File: config.mk
export PLATFORM = sky130hd
export DESIGN_NAME = multi_tick_gen
export DESIGN_NICKNAME = d
export VERILOG_FILES = /design/src/rtl/multi_tick_gen.sv
export SDC_FILE = /design/constraint.sdc
export NUM_CORES = 1
export LEC_CHECK = 0
export CORE_ASPECT_RATIO = 0.9
export CORE_MARGIN = 8
export CORE_UTILIZATION = 39
export DETAILED_ROUTE_END_ITERATION = 7
export HOLD_SLACK_MARGIN = 0.06
export MAX_ROUTING_LAYER = met4
export PLACE_DENSITY = 0.65
export REMOVE_ABC_BUFFERS = 1
export SLEW_MARGIN = 20
export SYNTH_ARGS = -nofsm -noshare
export SYNTH_HDL_FRONTEND = slang
export SYNTH_SLANG_ARGS = --single-unit
File: constraint.sdc
create_clock -name clk -period 4.3 [get_ports clk]
set_input_delay 1.075 -clock clk [delete_from_list [all_inputs] [get_ports clk]]
set_output_delay 1.075 -clock clk [all_outputs]
set_load 0.01 [all_outputs]
File: src/rtl/multi_tick_gen.sv
// multi_tick_gen: base prescaler feeding NCH aligned divided tick channels.
// Define TICK_GEN_LOAD_EN to compile in glitch-free runtime divisor loads.
module multi_tick_gen #(
  parameter int SYS_CLK = 100_000_000,
  parameter int BASE_CLK = 1_000_000,
  parameter int NCH = 4,
  parameter int CW = 20,
  parameter logic [NCH*CW-1:0] DIV_INIT =
    {20'd1_000_000, 20'd10_000, 20'd1_000, 20'd1},
  localparam int CHW = (NCH > 1) ? $clog2(NCH) : 1
) (
  input  logic           clk,
  input  logic           rst,
  input  logic           i_en,
  input  logic           i_clr,
  input  logic [NCH-1:0] i_ch_en,
  input  logic           i_ld_valid,
  input  logic [CHW-1:0] i_ld_ch,
  input  logic [CW-1:0]  i_ld_div,
  output logic           o_ld_ready,
  output logic           o_ld_err,
  output logic           o_base_tick,
  output logic [NCH-1:0] o_tick
);

  localparam int TCNT = SYS_CLK / BASE_CLK;
  localparam int PW = ($clog2(TCNT) > 1) ? $clog2(TCNT) : 1;
  localparam logic [PW-1:0] PMAX = PW'(TCNT - 1);

  logic [PW-1:0] pcnt_q, pcnt_d;
  logic base_tick_q, base_tick_d;
  logic [NCH-1:0] tick_q, tick_d;
  logic [NCH-1:0][CW-1:0] cnt_q, cnt_d;
  logic [NCH-1:0][CW-1:0] div_w;
  logic [NCH-1:0] cw;
  logic bw;

  assign bw = i_en & (pcnt_q == PMAX);
  assign o_base_tick = base_tick_q;
  assign o_tick = tick_q;

`ifdef TICK_GEN_LOAD_EN
  localparam int NX = 2 ** CHW;

  logic [NCH-1:0][CW-1:0] div_q, div_d;
  logic [NCH-1:0][CW-1:0] sdiv_q, sdiv_d;
  logic [NCH-1:0] pend_q, pend_d;
  logic [NX-1:0] pend_x;
  logic ld_err_q, ld_err_d;
  logic ch_ok, ld_ready, ld_ok;

  // Out-of-range channels read as not pending so the bad load is taken and flagged.
  assign pend_x = NX'(pend_q);
  assign ch_ok = int'(i_ld_ch) < NCH;
  assign ld_ready = ~pend_x[i_ld_ch];
  assign ld_ok = i_ld_valid & ld_ready;
  assign div_w = div_q;
  assign o_ld_ready = ld_ready;
  assign o_ld_err = ld_err_q;
`else
  logic unused_ld;

  assign unused_ld = ^{i_ld_valid, i_ld_ch, i_ld_div};
  assign div_w = DIV_INIT;
  assign o_ld_ready = 1'b0;
  assign o_ld_err = 1'b0;
`endif

  always_comb begin
    pcnt_d = pcnt_q;
    base_tick_d = bw;
    cnt_d = cnt_q;
    tick_d = '0;
    cw = '0;
`ifdef TICK_GEN_LOAD_EN
    div_d = div_q;
    sdiv_d = sdiv_q;
    pend_d = pend_q;
    ld_err_d = 1'b0;
`endif
    if (i_clr) begin
      pcnt_d = '0;
      base_tick_d = 1'b0;
      cnt_d = '0;
    end else begin
      if (bw) pcnt_d = '0;
      else if (i_en) pcnt_d = pcnt_q + PW'(1);
      for (int i = 0; i < NCH; i++) begin
        if (!i_ch_en[i]) begin
          cnt_d[i] = '0;
        end else if (bw) begin
          if (cnt_q[i] == div_w[i] - CW'(1)) begin
            cnt_d[i] = '0;
            cw[i] = 1'b1;
          end else begin
            cnt_d[i] = cnt_q[i] + CW'(1);
          end
        end
      end
      tick_d = cw;
    end
`ifdef TICK_GEN_LOAD_EN
    // A new divisor only lands where a period starts afresh from zero.
    for (int i = 0; i < NCH; i++) begin
      if (pend_q[i] & (i_clr | cw[i] | ~i_ch_en[i])) begin
        div_d[i] = sdiv_q[i];
        pend_d[i] = 1'b0;
      end
    end
    if (ld_ok) begin
      if (ch_ok && i_ld_div != '0) begin
        sdiv_d[i_ld_ch] = i_ld_div;
        pend_d[i_ld_ch] = 1'b1;
      end else begin
        ld_err_d = 1'b1;
      end
    end
`endif
  end

  always_ff @(posedge clk or posedge rst) begin
    if (rst) begin
      pcnt_q <= '0;
      base_tick_q <= 1'b0;
      tick_q <= '0;
      cnt_q <= '0;
`ifdef TICK_GEN_LOAD_EN
      div_q <= DIV_INIT;
      sdiv_q <= '0;
      pend_q <= '0;
      ld_err_q <= 1'b0;
`endif
    end else begin
      pcnt_q <= pcnt_d;
      base_tick_q <= base_tick_d;
      tick_q <= tick_d;
      cnt_q <= cnt_d;
`ifdef TICK_GEN_LOAD_EN
      div_q <= div_d;
      sdiv_q <= sdiv_d;
      pend_q <= pend_d;
      ld_err_q <= ld_err_d;
`endif
    end
  end

endmodule

Word-level counts from Yosys, hierarchy flattened
Index checks and enable logic that the tools add are counted.
{"block": "classes", "n_eq_ne": 8, "n_bitwise": 1, "addsub": 5, "muxes": 30, "n_reduce_logical": 2}
{"operator": "2-to-1 mux 20 bit", "count": 12}
{"operator": "adder 20 x 1 -> 20 bit (second input constant)", "count": 4}
{"operator": "2-to-1 mux 80 bit", "count": 1}
{"operator": "2-to-1 mux 7 bit", "count": 3}
{"operator": "equality test 20 x 10 -> 1 bit (second input constant)", "count": 1}
{"operator": "equality test 20 x 14 -> 1 bit (second input constant)", "count": 1}
{"operator": "equality test 20 bit (second input constant)", "count": 1}
{"operator": "zero test 20 bit", "count": 1}
{"operator": "2-to-1 mux 1 bit", "count": 13}
{"operator": "inequality test 3 x 2 -> 1 bit (second input constant)", "count": 4}
{"operator": "adder 7 x 1 -> 7 bit (second input constant)", "count": 1}
{"operator": "equality test 7 bit (second input constant)", "count": 1}
{"operator": "2-to-1 mux 4 bit", "count": 1}
{"operator": "nonzero test 3 bit", "count": 1}
{"operator": "AND 1 bit", "count": 1}
{"block": "totals", "input_bits": 31, "out_inout_bits": 7, "wordCells": 53, "register_bits": 92}

Depth between registers and ports, before layout
{"block": "logic_depth", "word_depth": 5, "depth_mapped": 9, "ltp_nobuf": 7}

Worst setup path after synthesis
OpenSTA, ideal clock, no wires.
{"block": "synth_timing", "path_kind": "input-to-reg", "start": "in i_ch_en[3]", "end": "reg cnt_q[65] in the netlist's numbering", "cell_stages": 6, "required_ns": 4.181, "n_path_buf": 1, "arrival_ns": 2.258, "setup_time_ns": 0.119, "path_slack_ns": 1.924, "path_cell_list": "nor2b_1 -> a21boi_1 -> clkbuf_1 -> nor3_1 -> xnor2_1 -> nor2_1"}
{"block": "synth_via", "elab_chain_len": 2, "word_cells_on_any_way": 3, "classes_between": "eq/ne: 1; mux: 2"}
{"item": "start, declared", "line_no": "16", "text": "input logic [NCH-1:0] i_ch_en,"}
{"item": "2-to-1 mux 20 bit", "line_no": "89", "text": "if (!i_ch_en[i]) begin"}
{"item": "2-to-1 mux 80 bit", "line_no": "81", "text": "if (i_clr) begin"}
{"item": "end signal, assigned", "line_no": "137", "text": "cnt_q <= cnt_d;"}
{"item": "end, declared", "line_no": "33", "text": "logic [NCH-1:0][CW-1:0] cnt_q, cnt_d;"}
Several ways; a longest one is shown, not always the timed one.
A chain may end at the register's enable or synchronous reset.

Worst setup path in the final report
{"block": "layout_timing", "start": "in i_en", "end": "reg cnt_q[70] in the netlist's numbering"}
{"block": "layout_via", "elab_chain_len": 2}
{"item": "start, declared", "line_no": "14", "text": "input logic i_en,"}
{"item": "AND 1 bit", "line_no": "38", "text": "assign bw = i_en & (pcnt_q == PMAX);"}
{"item": "inequality test 3 x 2 -> 1 bit (no line)"}
No other way between the ends.

==> impl_metrics.csv <==
group,metric,value,unit
cells_and_area,drive_gt1_frac,0.0729,
die,coreArea,0.0126,sq mm
detailed_routing,wl_per_cell,15.2,um
clock_network,clkLatencyLatePin,0.34,ns
cells_and_area,fin_cells,713,
grt,grt_pass1_vias,3924,
placement,gp_congestion,0.855,
die,die-area,0.0168,sq mm
detailed_routing,drtPass1Iterations,5,
power_and_ir_drop,internal_power,1.32,mW
synthesis,synth_cells,536,
clock_network,cts_tree,"built",
synthesis,synth.ff_latch_count,92,
die,rows,39,
synthesis,syn_area,0.00502,sq mm
detailed_routing,postRouteAntennaNets,0,
clock_network,ctsResizeCount,0,
sta,rsz0062_at_grt,"false",
cells_and_area,final_common_cell,"dfrtp_1",
cells_and_area,multi_input_area,0.00258,sq mm
die,die_w,136,um
cells_and_area,antenna_cells,0,
synthesis,seq_area_frac_synth,0.459,
grt,grt_pass1_wl,18.7,mm
synthesis,ys_types,57,
cells_and_area,nets,581,
placement,placed_cells,697,
synthesis,avgSynthCellArea,9.36,sq um
synthesis,synth_edf_count,0,
synthesis,synthArstFlopShare,1.00,
sta,period_share,0.719,
clock_network,cts_hold_buf,0,
power_and_ir_drop,irDropWorstVdd,0.211,mV
flow_run,max_cap_viol_count,0,
sta,relSlewSlack,0.416,
worst_setup_path,end_kind,"flip-flop",
sta,clock_skew,0.00586,ns
grt,grt_max_degree,49,
detailed_routing,wirelength,10.8,mm
cells_and_area,n_fill_cell,1240,
power_and_ir_drop,switchingPower,376,uW
grt,grt.total_usage,0.140,
clock_network,clk_pin_slew,0.07,ns
sta,timing.final.hold_violations,0,
power_and_ir_drop,p_clk_frac,0.452,
sta,finalMaxSlewViolations,0,
clock_network,cts_inserted_buffers,9,
grt,antenna_found_initial,0,
sta,setup_viol,0,
detailed_routing,vias,4002,
cells_and_area,final_cell_mix,"dfrtp_1 (92), nor2_1 (65), nand2_1 (42), xnor2_1 (37)",
power_and_ir_drop,combPwrFrac,0.037,
clock_network,h-tree-depth,3,
sta,tns,0,ns
die,start_util,0.397,
placement,io_buffers,12,
worst_setup_path,crit_fanout,8,
grt,gr-total-overflow,0,
die,io_pins,38,
cells_and_area,regArea,0.00230,sq mm
clock_network,max-clock-path-buffers,2,
detailed_routing,avgViaCountPerCell,5.61,
worst_setup_path,crit_arrival,3.29,ns
synthesis,ys_warn_count,0,
sta,fin_crit,3.09,ns
sta,fmax,0.323,GHz
power_and_ir_drop,swShare,0.221,
worst_setup_path,setup.worst_path.start_class,"input pin",
detailed_routing,drc,0,
worst_setup_path,worstSetupPathType,"in -> reg",
synthesis,ys.flop_type,"dfrtp_1",
run_status,status,"finished clean",
clock_network,cts_setup_buffers,0,
power_and_ir_drop,power_density,304,mW/mm^2
worst_setup_path,crit_required,4.50,ns
min_path,worst_hold_path_type,"reg -> reg",
power_and_ir_drop,p_leak,2.14,nW
detailed_routing,drtIter0Drc,314,
clock_network,cts.sinks,92,
placement,dp_hpwl,7.44,mm
power_and_ir_drop,seq_power_share,0.511,
sta,tightest_slew,0.875,ns
die,fp.dieH,124,um
cells_and_area,syn_to_final_growth,11.3,%
clock_network,root_buffer,"clkbuf_16",
-- power groups by stage --
stage / logic, mW / registers (mW) / clock network [mW]
floorplan: 0.0353 / 0.884 / 0
global placement: 0.0626 / 0.884 / 0
detailed placement: 0.0639 / 0.884 / 0
CTS: 0.0639 / 0.868 / 0.785
global route: 0.0710 / 0.868 / 0.824
finish: 0.0621 / 0.868 / 0.768
-- cell usage after synthesis (4+ instances only) --
cell type / n / area, sq um
a21oi_1: 19 / 95.1
a22o_1: 12 / 105
a31oi_1: 14 / 87.6
and2_1: 5 / 31.3
and3_1: 7 / 43.8
and4_1: 8 / 70.1
buf_2: 9 / 45.0
buf_4: 5 / 37.5
clkbuf_1: 6 / 22.5
dfrtp_1: 92 / 2300
ha_1: 6 / 75.1
inv_1: 9 / 33.8
nand2_1: 42 / 158
nand2b_1: 11 / 68.8
nand3_1: 28 / 140
nand4_1: 23 / 144
nor2_1: 65 / 244
nor2b_1: 4 / 25.0
nor3_1: 28 / 140
nor4_1: 19 / 119
o21ai_0: 12 / 60.1
or3_1: 5 / 31.3
xnor2_1: 37 / 324
xor2_1: 15 / 131
-- critical path: stages --
cell             delay, ns
clkdlybuf4s50_1       0.61
and3b_1               0.37
a21boi_1              0.27
buf_4                 0.24
or4_1                 0.52
xnor2_1               0.15
nor2_1                0.05
-- final timing paths --
check,startpoint,endpoint,slack [ns],depth (start not counted)
worst max-delay path,i_en,cnt_q[70]$_DFFE_PP0P_,1.21,7
worst min-delay path,cnt_q[43]$_DFFE_PP0P_,cnt_q[43]$_DFFE_PP0P_,0.50,1
worst max register to register,cnt_q[71]$_DFFE_PP0P_,cnt_q[65]$_DFFE_PP0P_,1.90,5
worst min register to register,cnt_q[43]$_DFFE_PP0P_,cnt_q[43]$_DFFE_PP0P_,0.50,1
max in group asynchronous,rst,cnt_q[75]$_DFFE_PP0P_,2.37,3
min in group asynchronous,rst,cnt_q[74]$_DFFE_PP0P_,1.22,2
-- through the flow --
step | hold WS [ns] | worst slack, ns | utilization | total power, mW | area, sq um
after detailed placement | 0.485 | 0.815 | 0.419 | 0.948 | 5290
after global routing | 0.497 | 1.09 | 0.442 | 1.76 | 5590
after global placement | 0.476 | 0.814 | 0.419 | 0.947 | 5290
after CTS | 0.493 | 1.15 | 0.442 | 1.72 | 5580
after floorplan | 0.451 | 0.833 | - | 0.919 | 4910
final | 0.496 | 1.21 | 0.442 | 1.70 | 5590
-- metal layers --
layer / GRT usage / part of all wire / up-vias
li1: - / - / 1955
met1: 0.182 / 0.50 / 1973
met2: 0.214 / 0.45 / 62
met3: 0.0302 / 0.033 / 12
met4: 0.0402 / 0.011 / 0
met5: - / 0 / -
-- cell families after synthesis --
group	count (synthesis)	synth area share
flops	92	0.459
mux	5	0.0105
compound gates	76	0.101
buf+inv	31	0.0292
fa+ha+maj	6	0.0150
simple gates	273	0.294
other cells	1	0.000747
xor+xnor	52	0.0908
-- state kept, by name (all words and copies together), names as in the netlist --
name         cells
cnt_q           80
o_base_tick      1
o_tick           4
pcnt_q           7
-- cell type report --
class | instances | share of cell area
Clock buffer | 13 | 0.0484
Clock inverter | 3 | 0.00358
Inverter | 9 | 0.00627
Multi-Input combinational cell | 414 | 0.461
Sequential cell | 92 | 0.412
Tap cell | 164 | 0.0367
Timing Repair Buffer | 18 | 0.0318
No activity file was read; power rests on OpenSTA's default activity.
